$ cat src/rtl/traffic_light_ctrl_param.sv
// Two-road traffic light controller: min/max green with gap-out, all-red clearance,
// latched pedestrian service during B green, and a flashing-yellow maintenance mode.
module traffic_light_ctrl_param #(
  parameter int CNT_W      = 8,
  parameter int MIN_GREEN  = 4,
  parameter int MAX_GREEN  = 10,
  parameter int YELLOW     = 2,
  parameter int ALL_RED    = 1,
  parameter int FLASH_HALF = 2
) (
  input  logic       clk,
  input  logic       reset_n,
  input  logic       tick,
  input  logic       Sa,
  input  logic       Sb,
  input  logic       ped_req,
  input  logic       flash_mode,
  output logic       Ra,
  output logic       Ya,
  output logic       Ga,
  output logic       Rb,
  output logic       Yb,
  output logic       Gb,
  output logic       walk,
  output logic       ped_pend,
  output logic [2:0] phase
);

  typedef enum logic [2:0] {
    G_A   = 3'd0,
    Y_A   = 3'd1,
    AR_B  = 3'd2,
    G_B   = 3'd3,
    Y_B   = 3'd4,
    AR_A  = 3'd5,
    FLASH = 3'd6
  } state_e;

  // Exit thresholds expressed as timer values seen on the final tick of a phase.
  localparam logic [CNT_W-1:0] MIN_T   = CNT_W'(MIN_GREEN - 1);
  localparam logic [CNT_W-1:0] MAX_T   = CNT_W'(MAX_GREEN - 1);
  localparam logic [CNT_W-1:0] YEL_T   = CNT_W'(YELLOW - 1);
  localparam logic [CNT_W-1:0] AR_T    = CNT_W'(ALL_RED - 1);
  localparam logic [CNT_W-1:0] FLASH_T = CNT_W'(FLASH_HALF - 1);

  state_e           state_q, state_d;
  logic [CNT_W-1:0] timer_q, timer_d;
  logic             ped_pend_q, ped_pend_d;
  logic             walk_q, walk_d;
  logic             flash_q, flash_d;
  logic             flash_toggle;
  logic             demand_b;
  logic             enter_gb;

  always_comb begin
    // NOTE: every signal gets a default first, so no path through this block infers a latch.
    state_d      = state_q;
    flash_d      = flash_q;
    flash_toggle = 1'b0;
    demand_b     = Sb | ped_pend_q;

    if (flash_mode) begin
      if (state_q != FLASH) begin
        state_d = FLASH;
        flash_d = 1'b1;
      end else if (tick && (timer_q == FLASH_T)) begin
        flash_d      = ~flash_q;
        flash_toggle = 1'b1;
      end
    end else begin
      case (state_q)
        G_A:   if (tick && (((timer_q >= MIN_T) && ((demand_b && !Sa) || ped_pend_q)) ||
                            ((timer_q >= MAX_T) && demand_b)))
                 state_d = Y_A;
        Y_A:   if (tick && (timer_q == YEL_T)) state_d = AR_B;
        AR_B:  if (tick && (timer_q == AR_T))  state_d = G_B;
        G_B:   if (tick && (((timer_q >= MIN_T) && (!Sb || Sa)) || (timer_q >= MAX_T)))
                 state_d = Y_B;
        Y_B:   if (tick && (timer_q == YEL_T)) state_d = AR_A;
        AR_A:  if (tick && (timer_q == AR_T))  state_d = G_A;
        default: state_d = AR_A;  // FLASH exit and the unused encoding both clear through AR_A
      endcase
    end

    if ((state_d != state_q) || flash_toggle) begin
      timer_d = '0;
    end else if (tick && (timer_q != '1)) begin
      timer_d = timer_q + 1'b1;
    end else begin
      timer_d = timer_q;
    end

    // A request arriving on the G_B entry clock is served by that green, not latched.
    enter_gb   = (state_d == G_B) && (state_q != G_B);
    ped_pend_d = enter_gb ? 1'b0 : (ped_pend_q | ped_req);
    if (state_d != G_B) begin
      walk_d = 1'b0;
    end else if (enter_gb) begin
      walk_d = ped_pend_q | ped_req;
    end else begin
      walk_d = walk_q;
    end
  end

  always_ff @(posedge clk or negedge reset_n) begin
    if (!reset_n) begin
      state_q    <= G_A;
      timer_q    <= '0;
      ped_pend_q <= 1'b0;
      walk_q     <= 1'b0;
      flash_q    <= 1'b0;
    end else begin
      // NOTE: non-blocking assignments so every register samples pre-edge values.
      state_q    <= state_d;
      timer_q    <= timer_d;
      ped_pend_q <= ped_pend_d;
      walk_q     <= walk_d;
      flash_q    <= flash_d;
    end
  end

  always_comb begin
    {Ra, Ya, Ga, Rb, Yb, Gb} = 6'b000000;
    case (state_q)
      G_A:         {Ga, Rb} = 2'b11;
      Y_A:         {Ya, Rb} = 2'b11;
      AR_B, AR_A:  {Ra, Rb} = 2'b11;
      G_B:         {Ra, Gb} = 2'b11;
      Y_B:         {Ra, Yb} = 2'b11;
      FLASH:       {Ya, Yb} = {flash_q, flash_q};
      default:     {Ra, Rb} = 2'b11;  // show all-red while recovering from the unused encoding
    endcase
  end

  assign walk     = walk_q;
  assign ped_pend = ped_pend_q;
  assign phase    = state_q;

endmodule

$ cat config.mk
export PLATFORM = sky130hd
export DESIGN_NAME = traffic_light_ctrl_param
export DESIGN_NICKNAME = d
export VERILOG_FILES = /design/src/rtl/traffic_light_ctrl_param.sv
export SDC_FILE = /design/constraint.sdc
export NUM_CORES = 1
export LEC_CHECK = 0
export CAP_MARGIN = 0
export CORE_ASPECT_RATIO = 0.9
export CORE_MARGIN = 8
export CORE_UTILIZATION = 25
export DETAILED_ROUTE_END_ITERATION = 12
export PLACE_DENSITY = 0.54
export SETUP_SLACK_MARGIN = 0.4
export SKIP_CTS_REPAIR_TIMING = 1
export SYNTH_ARGS = -nofsm -noshare
export SYNTH_HDL_FRONTEND = slang
export SYNTH_SLANG_ARGS = --single-unit
$ cat constraint.sdc
create_clock -name clk -period 1.98 [get_ports clk]
set_input_delay 0.396 -clock clk [delete_from_list [all_inputs] [get_ports clk]]
set_output_delay 0.396 -clock clk [all_outputs]
set_load 0.02 [all_outputs]
==> metrics, run 1 <==
status=finished, violations left; failing checks=negative setup slack; post-route setup TNS=-1.66 ns; f_max=between 400 and 500 MHz; vias in the first global route=1,173; PwrDens=between 500 and 600 nW/um^2; GR Util met1=between 10% and 20%; Worst Path Required=2.14 ns; Worst slew margin=a little under three fifths; Most Crowded Layer GR=met2; Worst VDD drop=0.172 mV; maximum capacitance violations=0; most common cell in the netlist=dfrtp_1; starting density of the core=26.3%; filler cell count in the final layout=just under 400; Multi-input gate area=approximately 880 um^2; antenna violations before repair=0; final worst path period share=110%; Placer Congestion=0.838; clock skew=0.00720 ns; Mapped Cells=125; Final WS setup=-0.205 ns; drt total wl=around 3500 um; Die X=85.5 um; clk slew on worst S/H paths=~0.06 ns; register area share after synthesis=about a third; Hold Path Class=in2async; met2 Track Usage GR=17.2%; CP Max Fanout=8; largest area contributor in the synthesized netlist=dfrtp_1; CTS tree=yes; WHS=around 0.54 ns; WL per Instance=roughly 15 um; grt total ovfl=0; Vias=between 1,000 and 1,500; WS Path Type=reg2reg; GRT Util Overall=under 10%; Worst Setup Start Kind=flip-flop; fin util=a little under half; Slew @ Worst Pin=roughly 0.66 ns; post-synth cell types=45; Seq cells post-synth=14; Leak=between 0.0008 and 0.0009 uW; most frequent cells after synthesis=14 x dfrtp_1, 12 x a21oi_1, 11 x nor2_1, 8 x nand2_1, 8 x nand3_1; synthesized area=about 1100 um^2; Clk Tree Root Cell=clkbuf_8; Worst Setup End Kind=flip-flop; Async SR Flop Fraction=100%; Core ar.=between 4000 and 5000 um^2; Num Clock Sinks=14; first-pass GRT wire length=roughly 5400 um; RSZ-0062 raised after global routing=yes; Yosys Warn Count=0; H-Tree Depth=1; layout cells sized above 1=54.6%; DRC=0; Arr. time, crit path=2.35 ns; Max Slew Vio Count=0; Avg Inst Size Synth=between 8 and 9 um^2; met3 Use GR=under 10%; commonest register cell after synthesis=dfrtp_1; Final ANT Viol Nets=0; top post-synthesis cells by area=dfrtp_1 32%, a21oi_1 5.5%, ha_1 4.6%, and3_1 4.0%, nor2_1 3.8%; CTS Buf Count=3; vias per cell=5.17; drt first pass iters=4; PortBufs=17; nets=between 150 and 200; hpwl dp=between 2000 and 3000 um; DIE HEIGHT=78.5 um; FF+latch area=354 um^2; Post-Syn Nets=136; final-report hold violation count=0; Top Ports=18; Die Area=approximately 6700 um^2; EDFF count, synth=0; initial drt markers=between 100 and 150; clk_lat worst skew=0.25 ns; row count=22; clock tree buffer depth=2; Min Clock Period, post-route=approximately 2.2 ns; Yosys top cell area share=between 30% and 40%; Syn-to-layout area delta=76.4%; Ant. Diodes=0; Setup violations, final=12; largest net degree at the start of global routing=15
[per-stage QoR]
stage	setup WS, ns	total power, uW	area [um^2]	instances
floorplan	-0.0907	541	1150	125
global route	-0.320	1110	1920	231
global placement	-0.383	707	1590	215
detailed placement	-0.433	713	1590	215
CTS	-0.274	967	1630	219
finish	-0.205	1060	1920	231
[cell usage in the layout, fill, tap and decap left out, types with 2 or more instances in the layout]
cell	instances
a211oi_2	4
a21oi_1	7
a21oi_2	4
and3_1	7
buf_4	35
buf_6	14
clkbuf_8	3
clkdlybuf4s50_1	5
dfrtp_1	11
dfrtp_2	3
dlymetal6s2s_1	6
ha_2	2
inv_1	2
inv_2	3
nand2_1	6
nand2_2	2
nand2b_1	2
nand3_1	6
nor2_1	10
nor2b_4	2
o211ai_1	2
o21ai_2	2
o22ai_2	2
xnor2_1	3
xor2_1	2
[power breakdown]
| group | total [uW] | switching (uW) | leakage [uW] | internal, uW |
|---|---|---|---|---|
| logic | 478 | 241 | 0.000651 | 238 |
| clock network | 249 | 107 | 0.0000228 | 143 |
| registers | 334 | 31.9 | 0.000174 | 302 |
[sequential cells by signal (all words and copies together), names as in the netlist]
register	cells
timer_q	8
walk	1
flash_q	1
phase	3
ped_pend	1
[worst max-delay path: stages, from the launching register on]
cell and delay [ns]:
dfrtp_1 0.43, inv_2 0.11, ha_4 0.12, or3b_4 0.40, a221oi_4 0.32, o211ai_1 0.14, a211oi_2 0.29, a31oi_4 0.11
a211oi_2 0.18
[layer usage]
metal | up-vias | routed length (um)
met1 | 584 | 1580
met5 | - | 0
met4 | 0 | 66
met2 | 19 | 1810
li1 | 586 | -
met3 | 5 | 92
[logic make-up after synthesis]
| logic type | Yosys count | share of synthesized area [%] |
|---|---|---|
| simple gates | 54 | 28.5 |
| compound gates | 35 | 25.9 |
| flops | 14 | 32.3 |
| buf+inv | 13 | 4.72 |
| xor+xnor | 5 | 4.03 |
| fa+ha+maj | 4 | 4.61 |
[layout make-up]
type | instances | share of cell area, %
inverters | 7 | 1.76
well taps | 48 | 3.14
multi-input cells | 98 | 45.8
clock buffers | 4 | 2.35
flip-flops and latches | 14 | 18.5
repair buffers | 60 | 28.5
[worst paths after layout]
check / start / to / slack [ns] / depth (start not counted)
worst max register to register: timer_q[0]$_DFFE_PN0P_ / timer_q[2]$_DFFE_PN0P_ / -0.20 / 8
max in group asynchronous: reset_n / phase[0]$_DFF_PN0_ / 0.98 / 1
worst max-delay path: timer_q[0]$_DFFE_PN0P_ / timer_q[2]$_DFFE_PN0P_ / -0.20 / 8
worst min-delay path: reset_n / timer_q[4]$_DFFE_PN0P_ / 0.54 / 1
worst min register to register: ped_pend$_DFF_PN0_ / ped_pend$_DFF_PN0_ / 0.65 / 2
min in group clk: ped_pend$_DFF_PN0_ / ped_pend$_DFF_PN0_ / 0.65 / 2
No activity file was read; power rests on OpenSTA's default activity.
==> run 2: changes to the inputs <==
SKIP_CTS_REPAIR_TIMING = default   (was 1)
==> run 2 against run 1 <==
Compared with the run above:
- combinational power rose by 4%
- largest cell class unchanged
- fmax down 0.34%
- core utilization fell by 0.27 points
- routed wire length up 1.5%
- non-clock buffer count rose by 1
- sequential power shrank 3%
- the run still ends with negative setup slack left
- sequential cell count stayed put
- clock-buffer cell count stayed put
- worst hold slack worse by 0.0014 ns
- critical path type unchanged
- cell area decreased by 0.59%
- sequential share of layout area increased by 0.11 points
==> metrics, run 2 (synthesis results as in run 1) <==
status=finished, violations left (unchanged); failing checks=negative setup slack (unchanged); total chip power=1070 uW (was 1060 uW); WS Path Type=reg2reg (unchanged); filler cell count in the final layout=384 (was 385); Worst slew margin=56.7% (was 56.2%); Clk Tree Root Cell=clkbuf_8 (unchanged); Hold Path Class=in2async (unchanged); R2R Path End=timer_q[2]$_DFFE_PN0P_ (unchanged); switching share of power=35.2% (was 35.7%); grt total ovfl=0 (unchanged); Biggest register=timer_q (unchanged); clock tree buffer depth=2 (unchanged); clock power share=23.2% (was 23.5%); CP Max Fanout=8 (unchanged); switching pwr=378 uW (was 379 uW); DIE HEIGHT=78.5 um (unchanged); nets=196 (was 195); starting density of the core=26.3% (unchanged); Logic pwr share=46.5% (was 45.1%); hold_buf cts=0; Buffers & Inverters on Critical Path=0 (was 1); Die Area=6710 um^2 (unchanged); Ant. Diodes=0 (unchanged); Setup violations, final=13 (was 12); RSZ-0062 raised after global routing=yes (unchanged); internal power=694 uW (was 682 uW); Final WS setup=-0.212 ns (was -0.205 ns); RR Startpoint=timer_q[0]$_DFFE_PN0P_ (unchanged); antenna violations before repair=0 (unchanged); PwrDens=563 nW/um^2 (was 554 nW/um^2); Worst Setup Start Kind=flip-flop (unchanged); DRC=0 (unchanged); fin util=46.1% (was 46.4%); Leak=0.000825 uW (was 0.000847 uW); first-pass GRT wire length=5720 um (was 5420 um); Max Slew Vio Count=0 (unchanged); commonest cells after routing, fill and taps aside=33 x buf_4, 15 x buf_6, 11 x dfrtp_1 (was 35 x buf_4, 14 x buf_6, 11 x dfrtp_1); clk slew on worst S/H paths=0.06 ns (about the same); Top Ports=18 (unchanged); sequential power share=30.3% (was 31.4%); Worst VDD drop=0.167 mV (was 0.172 mV); reg2reg setup slack=-0.21 ns (was -0.20 ns); hpwl dp=2530 um (unchanged); Worst Setup End Kind=flip-flop (unchanged); cell count after placement=215 (unchanged); WL per Instance=15.5 um (was 15.4 um); reg2reg path depth=7 (was 8); flip-flop count of the largest register after layout=8 (unchanged); CTS tree=yes (unchanged); drt first pass iters=4 (unchanged); final worst path period share=111% (was 110%); PortBufs=17 (unchanged); Placer Congestion=0.838 (unchanged); maximum capacitance violations=0 (unchanged); Vias=1,196 (was 1,194); Non-Filler Instances=232 (was 231); Worst Path Required=2.15 ns (was 2.14 ns); vias per cell=5.16 (was 5.17); initial drt markers=112 (was 126); Num Clock Sinks=14 (unchanged); GRT Util Overall=10.6% (was 9.98%); clk_lat worst skew=0.25 ns (about the same); Die X=85.5 um (unchanged); CTS Buf Count=3 (unchanged); Min Clock Period, post-route=2.19 ns (was 2.18 ns); crit-path cells=ha_2, or3_4, a221oi_4, o211ai_1, a211oi_2, a31oi_4, a211oi_2 (was inv_2, ha_4, or3b_4, a221oi_4, o211ai_1, a211oi_2, a31oi_4, a211oi_2); layout cells sized above 1=54.9% (was 54.6%); CP max stage cell=dfrtp_1 (unchanged); vias in the first global route=1,247 (was 1,173); most common cell after layout, fill and taps aside=buf_4 (unchanged); final-report hold violation count=0 (unchanged); f_max=456 MHz (was 458 MHz); Core ar.=4130 um^2 (unchanged); H-Tree Depth=1 (unchanged); row count=22 (unchanged); CP most frequent cell=a211oi_2 (unchanged); Syn-to-layout area delta=75.3% (was 76.4%); Slew @ Worst Pin=0.648 ns (was 0.655 ns); slowest stage delay, CP=0.43 ns (about the same); Arr. time, crit path=2.36 ns (was 2.35 ns); drt total wl=3600 um (was 3550 um); largest net degree at the start of global routing=15 (unchanged); clock skew=0.00456 ns (was 0.00720 ns); Final ANT Viol Nets=0 (unchanged); family with the most delay on the worst path=compound AO/OA/AOI/OAI gates (unchanged)
-- run 2: cell types whose count changed in the layout (fill, tap and decap cells not counted), moves of 2 or more --
cell            before  now
dlymetal6s2s_1       6    1
buf_4               35   33
buf_8                0    2
dlygate4sd2_1        0    2
-- run 2: through the flow --
stage / area [um^2] / hold WS (ns) / worst slack (ns) / setup TNS (ns)
3_3_place_gp: 1590 / 0.587 / -0.383 / -3.88
5_1_grt: 1900 / 0.600 / -0.273 / -2.66
2_1_floorplan: 1150 / 0.100 / -0.0907 / -0.463
4_1_cts: 1760 / 0.574 / -0.217 / -1.77
6_report: 1900 / 0.544 / -0.212 / -1.66
3_5_place_dp: 1590 / 0.600 / -0.433 / -4.41
-- run 2: worst max-delay path by stage --
stage                                       from                     end  slack [ns]  cells after the start
after floorplan           timer_q[0]$_DFFE_PN0P_  timer_q[6]$_DFFE_PN0P_       -0.09                      8
after global placement                      tick  timer_q[6]$_DFFE_PN0P_       -0.38                      7
after detailed placement                    tick  timer_q[1]$_DFFE_PN0P_       -0.43                      7
after CTS                 timer_q[0]$_DFFE_PN0P_  timer_q[2]$_DFFE_PN0P_       -0.22                      7
after global routing      timer_q[0]$_DFFE_PN0P_  timer_q[2]$_DFFE_PN0P_       -0.27                      7
final                     timer_q[0]$_DFFE_PN0P_  timer_q[2]$_DFFE_PN0P_       -0.21                      7
-- run 2: worst register-to-register path: cells and delay by family (launching register included) --
family                     cells  cell delay (ns)
AOI/OAI and AO/OA              5             1.09
adders and majority gates      1             0.20
DFF                            1             0.43
and+or+nand+nor                1             0.39
-- run 2: repair_timing --
item	in CTS	in global routing
gates cloned	0	0
gates resized for setup	70	20
endpoints found under the setup margin	25	22
buffers inserted	5	8
pin swaps	13	7
-- run 2: area by class of cell --
class                      count  area, um^2  area share, %
clock buffer                   4        45.0           2.37
multi-input combinational     98         871           45.7
inverter                       7        26.3           1.38
sequential                    14         354           18.6
timing repair buffer          61         548           28.8
tap                           48        60.1           3.15
-- run 2: metal layers --
metal	track usage [%]	up-vias	wire (um)
met3	1.46	5	153
met4	5.77	0	70
met2	18.5	34	1820
li1	-	587	-
met5	0	-	0
met1	12.2	570	1550
-- run 2: power by group through the flow --
stage / logic [uW] / registers (uW) / clock network (uW)
after floorplan: 210 / 331 / 0
after global placement: 379 / 328 / 0
after detailed placement: 384 / 329 / 0
after CTS: 428 / 327 / 257
after global routing: 530 / 327 / 274
final: 498 / 325 / 248
==> run 3: changes to the inputs <==
CORE_UTILIZATION = 40   (was 25)
PLACE_DENSITY = 0.74   (was 0.54)
==> run 3 against run 2 <==
Compared with the run above:
- the flow still finishes with violations (negative setup slack)
- critical path type unchanged
- cell count down 9.5%
- fmax up 1.4%
- core utilization up 22 points
- register-to-register slack better by 0.03 ns
- sequential share of layout area up 1.2 points
- sequential power about the same
- sequential cell count unchanged
- clock skew down 0.0034 ns
- worst hold slack worse by 0.041 ns
- combinational power down 3%
- setup slack better by 0.031 ns
==> metrics, run 3 (synthesis results as in run 1) <==
Slew @ Worst Pin=0.657 ns (was 0.648 ns); flip-flop count of the largest register after layout=8 (unchanged); sequential power share=31.6% (was 30.3%); most common cell after layout, fill and taps aside=buf_4 (unchanged); WL per Instance=17.0 um (was 15.5 um); Num Clock Sinks=14 (unchanged); reg2reg setup slack=-0.18 ns (was -0.21 ns); Final ANT Viol Nets=0 (unchanged); PortBufs=17 (unchanged); RSZ-0062 raised after global routing=yes (unchanged); Final WS setup=-0.181 ns (was -0.212 ns); Arr. time, crit path=2.35 ns (was 2.36 ns); clock skew=0.00117 ns (was 0.00456 ns); largest net degree at the start of global routing=15 (unchanged); clk_lat worst skew=0.29 ns (was 0.25 ns); reg2reg path depth=9 (was 7); Buffers & Inverters on Critical Path=2 (was 0); GRT Util Overall=15.1% (was 10.6%); final worst path period share=109% (was 111%); drt total wl=3570 um (was 3600 um); hpwl dp=2540 um (was 2530 um); vias in the first global route=1,160 (was 1,247); clock power share=20.8% (was 23.2%); maximum capacitance violations=0 (unchanged); Core ar.=2660 um^2 (was 4130 um^2); Placer Congestion=0.903 (was 0.838); Top Ports=18 (unchanged); failing checks=negative setup slack (unchanged); Worst slew margin=56.1% (was 56.7%); drt first pass iters=4 (unchanged); Vias=1,165 (was 1,196); internal power=654 uW (was 694 uW); clk slew on worst S/H paths=0.09 ns (was 0.06 ns); Leak=0.000786 uW (was 0.000825 uW); Biggest register=timer_q (unchanged); WS Path Type=reg2reg (unchanged); family with the most delay on the worst path=compound AO/OA/AOI/OAI gates (unchanged); vias per cell=5.55 (was 5.16); antenna violations before repair=0 (unchanged); final-report hold violation count=0 (unchanged); status=finished, violations left (unchanged); initial drt markers=86 (was 112); commonest cells after routing, fill and taps aside=36 x buf_4, 10 x dfrtp_1, 9 x nor2_1 (was 33 x buf_4, 15 x buf_6, 11 x dfrtp_1); CP max stage cell=dfrtp_1 (unchanged); Max Slew Vio Count=0 (unchanged); first-pass GRT wire length=5520 um (was 5720 um); DRC=0 (unchanged); Worst Setup Start Kind=flip-flop (unchanged); CP Max Fanout=3 (was 8); Clk Tree Root Cell=clkbuf_4 (was clkbuf_8); layout cells sized above 1=53.9% (was 54.9%); clock tree buffer depth=2 (unchanged); switching share of power=35.8% (was 35.2%); Worst Setup End Kind=flip-flop (unchanged); filler cell count in the final layout=199 (was 384); hold_buf cts=0 (unchanged); RR Startpoint=timer_q[1]$_DFFE_PN0P_ (was timer_q[0]$_DFFE_PN0P_); Setup violations, final=12 (was 13); CTS tree=yes (unchanged); switching pwr=364 uW (was 378 uW); Syn-to-layout area delta=65.7% (was 75.3%); grt total ovfl=0 (unchanged); Worst VDD drop=0.376 mV (was 0.167 mV); crit-path cells=inv_2, ha_2, buf_4, and2_1, a311oi_1, a211oi_2, o41ai_4, o31ai_2, and3_1 (was ha_2, or3_4, a221oi_4, o211ai_1, a211oi_2, a31oi_4, a211oi_2); CTS Buf Count=3 (unchanged); worst setup path startpoint=timer_q[1]$_DFFE_PN0P_ (was timer_q[0]$_DFFE_PN0P_); pre-CTS setup slack=-0.341 ns (was -0.433 ns); f_max=463 MHz (was 456 MHz); DIE HEIGHT=65.4 um (was 78.5 um); post-route setup TNS=-1.40 ns (was -1.66 ns); H-Tree Depth=1 (unchanged); slowest stage delay, CP=0.41 ns (was 0.43 ns); Worst Path Required=2.17 ns (was 2.15 ns); Ant. Diodes=0 (unchanged); R2R Path End=walk$_DFFE_PN0P_ (was timer_q[2]$_DFFE_PN0P_); PwrDens=566 nW/um^2 (was 563 nW/um^2); row count=18 (was 22); Logic pwr share=47.6% (was 46.5%); starting density of the core=40.9% (was 26.3%); Min Clock Period, post-route=2.16 ns (was 2.19 ns); Die Area=4640 um^2 (was 6710 um^2); nets=192 (was 196); Hold Path Class=in2async (unchanged); Die X=70.9 um (was 85.5 um)
-- run 3: cell count changes in the layout (fill, tap and decap cells not counted), moves of 2 or more --
cell,delta
clkbuf_4,+3
buf_12,+2
buf_4,+3
buf_6,-8
clkbuf_8,-2
-- run 3: power by group through the flow --
stage / combinational (uW) / sequential [uW] / clock (uW)
final: 485 / 322 / 212
after global routing: 513 / 323 / 232
after CTS: 414 / 323 / 216
after detailed placement: 389 / 325 / 0
after global placement: 382 / 324 / 0
after floorplan: 210 / 331 / 0
-- run 3: worst max-delay path by stage --
stage                                        end  cells past startpoint
after floorplan           timer_q[6]$_DFFE_PN0P_                      8
after global placement    timer_q[6]$_DFFE_PN0P_                      7
after detailed placement  timer_q[7]$_DFFE_PN0P_                      7
after CTS                       walk$_DFFE_PN0P_                      7
after global routing      timer_q[6]$_DFFE_PN0P_                      6
final                           walk$_DFFE_PN0P_                      9
-- run 3: worst reg2reg max path, cell delays in order, from the launching register on --
cell and delay, ns:
dfrtp_1 0.41, inv_2 0.07, ha_2 0.18, buf_4 0.13, and2_1 0.15, a311oi_1 0.34, a211oi_2 0.10, o41ai_4 0.31
o31ai_2 0.18, and3_1 0.20
-- run 3: what timing repair did --
action | 4_1_cts | 5_1_grt
endpoints found under the setup margin | 25 | 22
gates cloned | 0 | 0
pin swaps | 6 | 8
buffers inserted | 3 | 6
resized for setup | 51 | 26
-- run 3: per-stage QoR --
stage,std cells,utilization (%),total power [uW],hold slack (ns),instance area [um^2]
after floorplan,125,-,541,0.100,1150
after global placement,197,58.9,706,0.568,1560
after CTS,204,62.9,953,0.517,1670
final,210,67.7,1020,0.503,1800
after global routing,210,67.7,1070,0.541,1800
after detailed placement,197,58.9,715,0.569,1560
-- run 3: layer usage --
metal	vias to the layer above	part of all wire, %	global-route usage [%]	wire length (um)
met5	-	0	0	0
met4	0	2.0	8.55	72
met3	4	2.9	2.58	105
met2	25	50	25.7	1790
met1	562	45	17.9	1600
li1	574	-	-	-
-- run 3: layout make-up --
class / count / area (um^2) / share of cell area, %
multi-input cells: 98 / 847 / 47.1
repair buffers: 57 / 497 / 27.6
flip-flops and latches: 14 / 355 / 19.7
well taps: 30 / 37.5 / 2.09
clock buffers: 4 / 36.3 / 2.02
inverters: 7 / 26.3 / 1.46
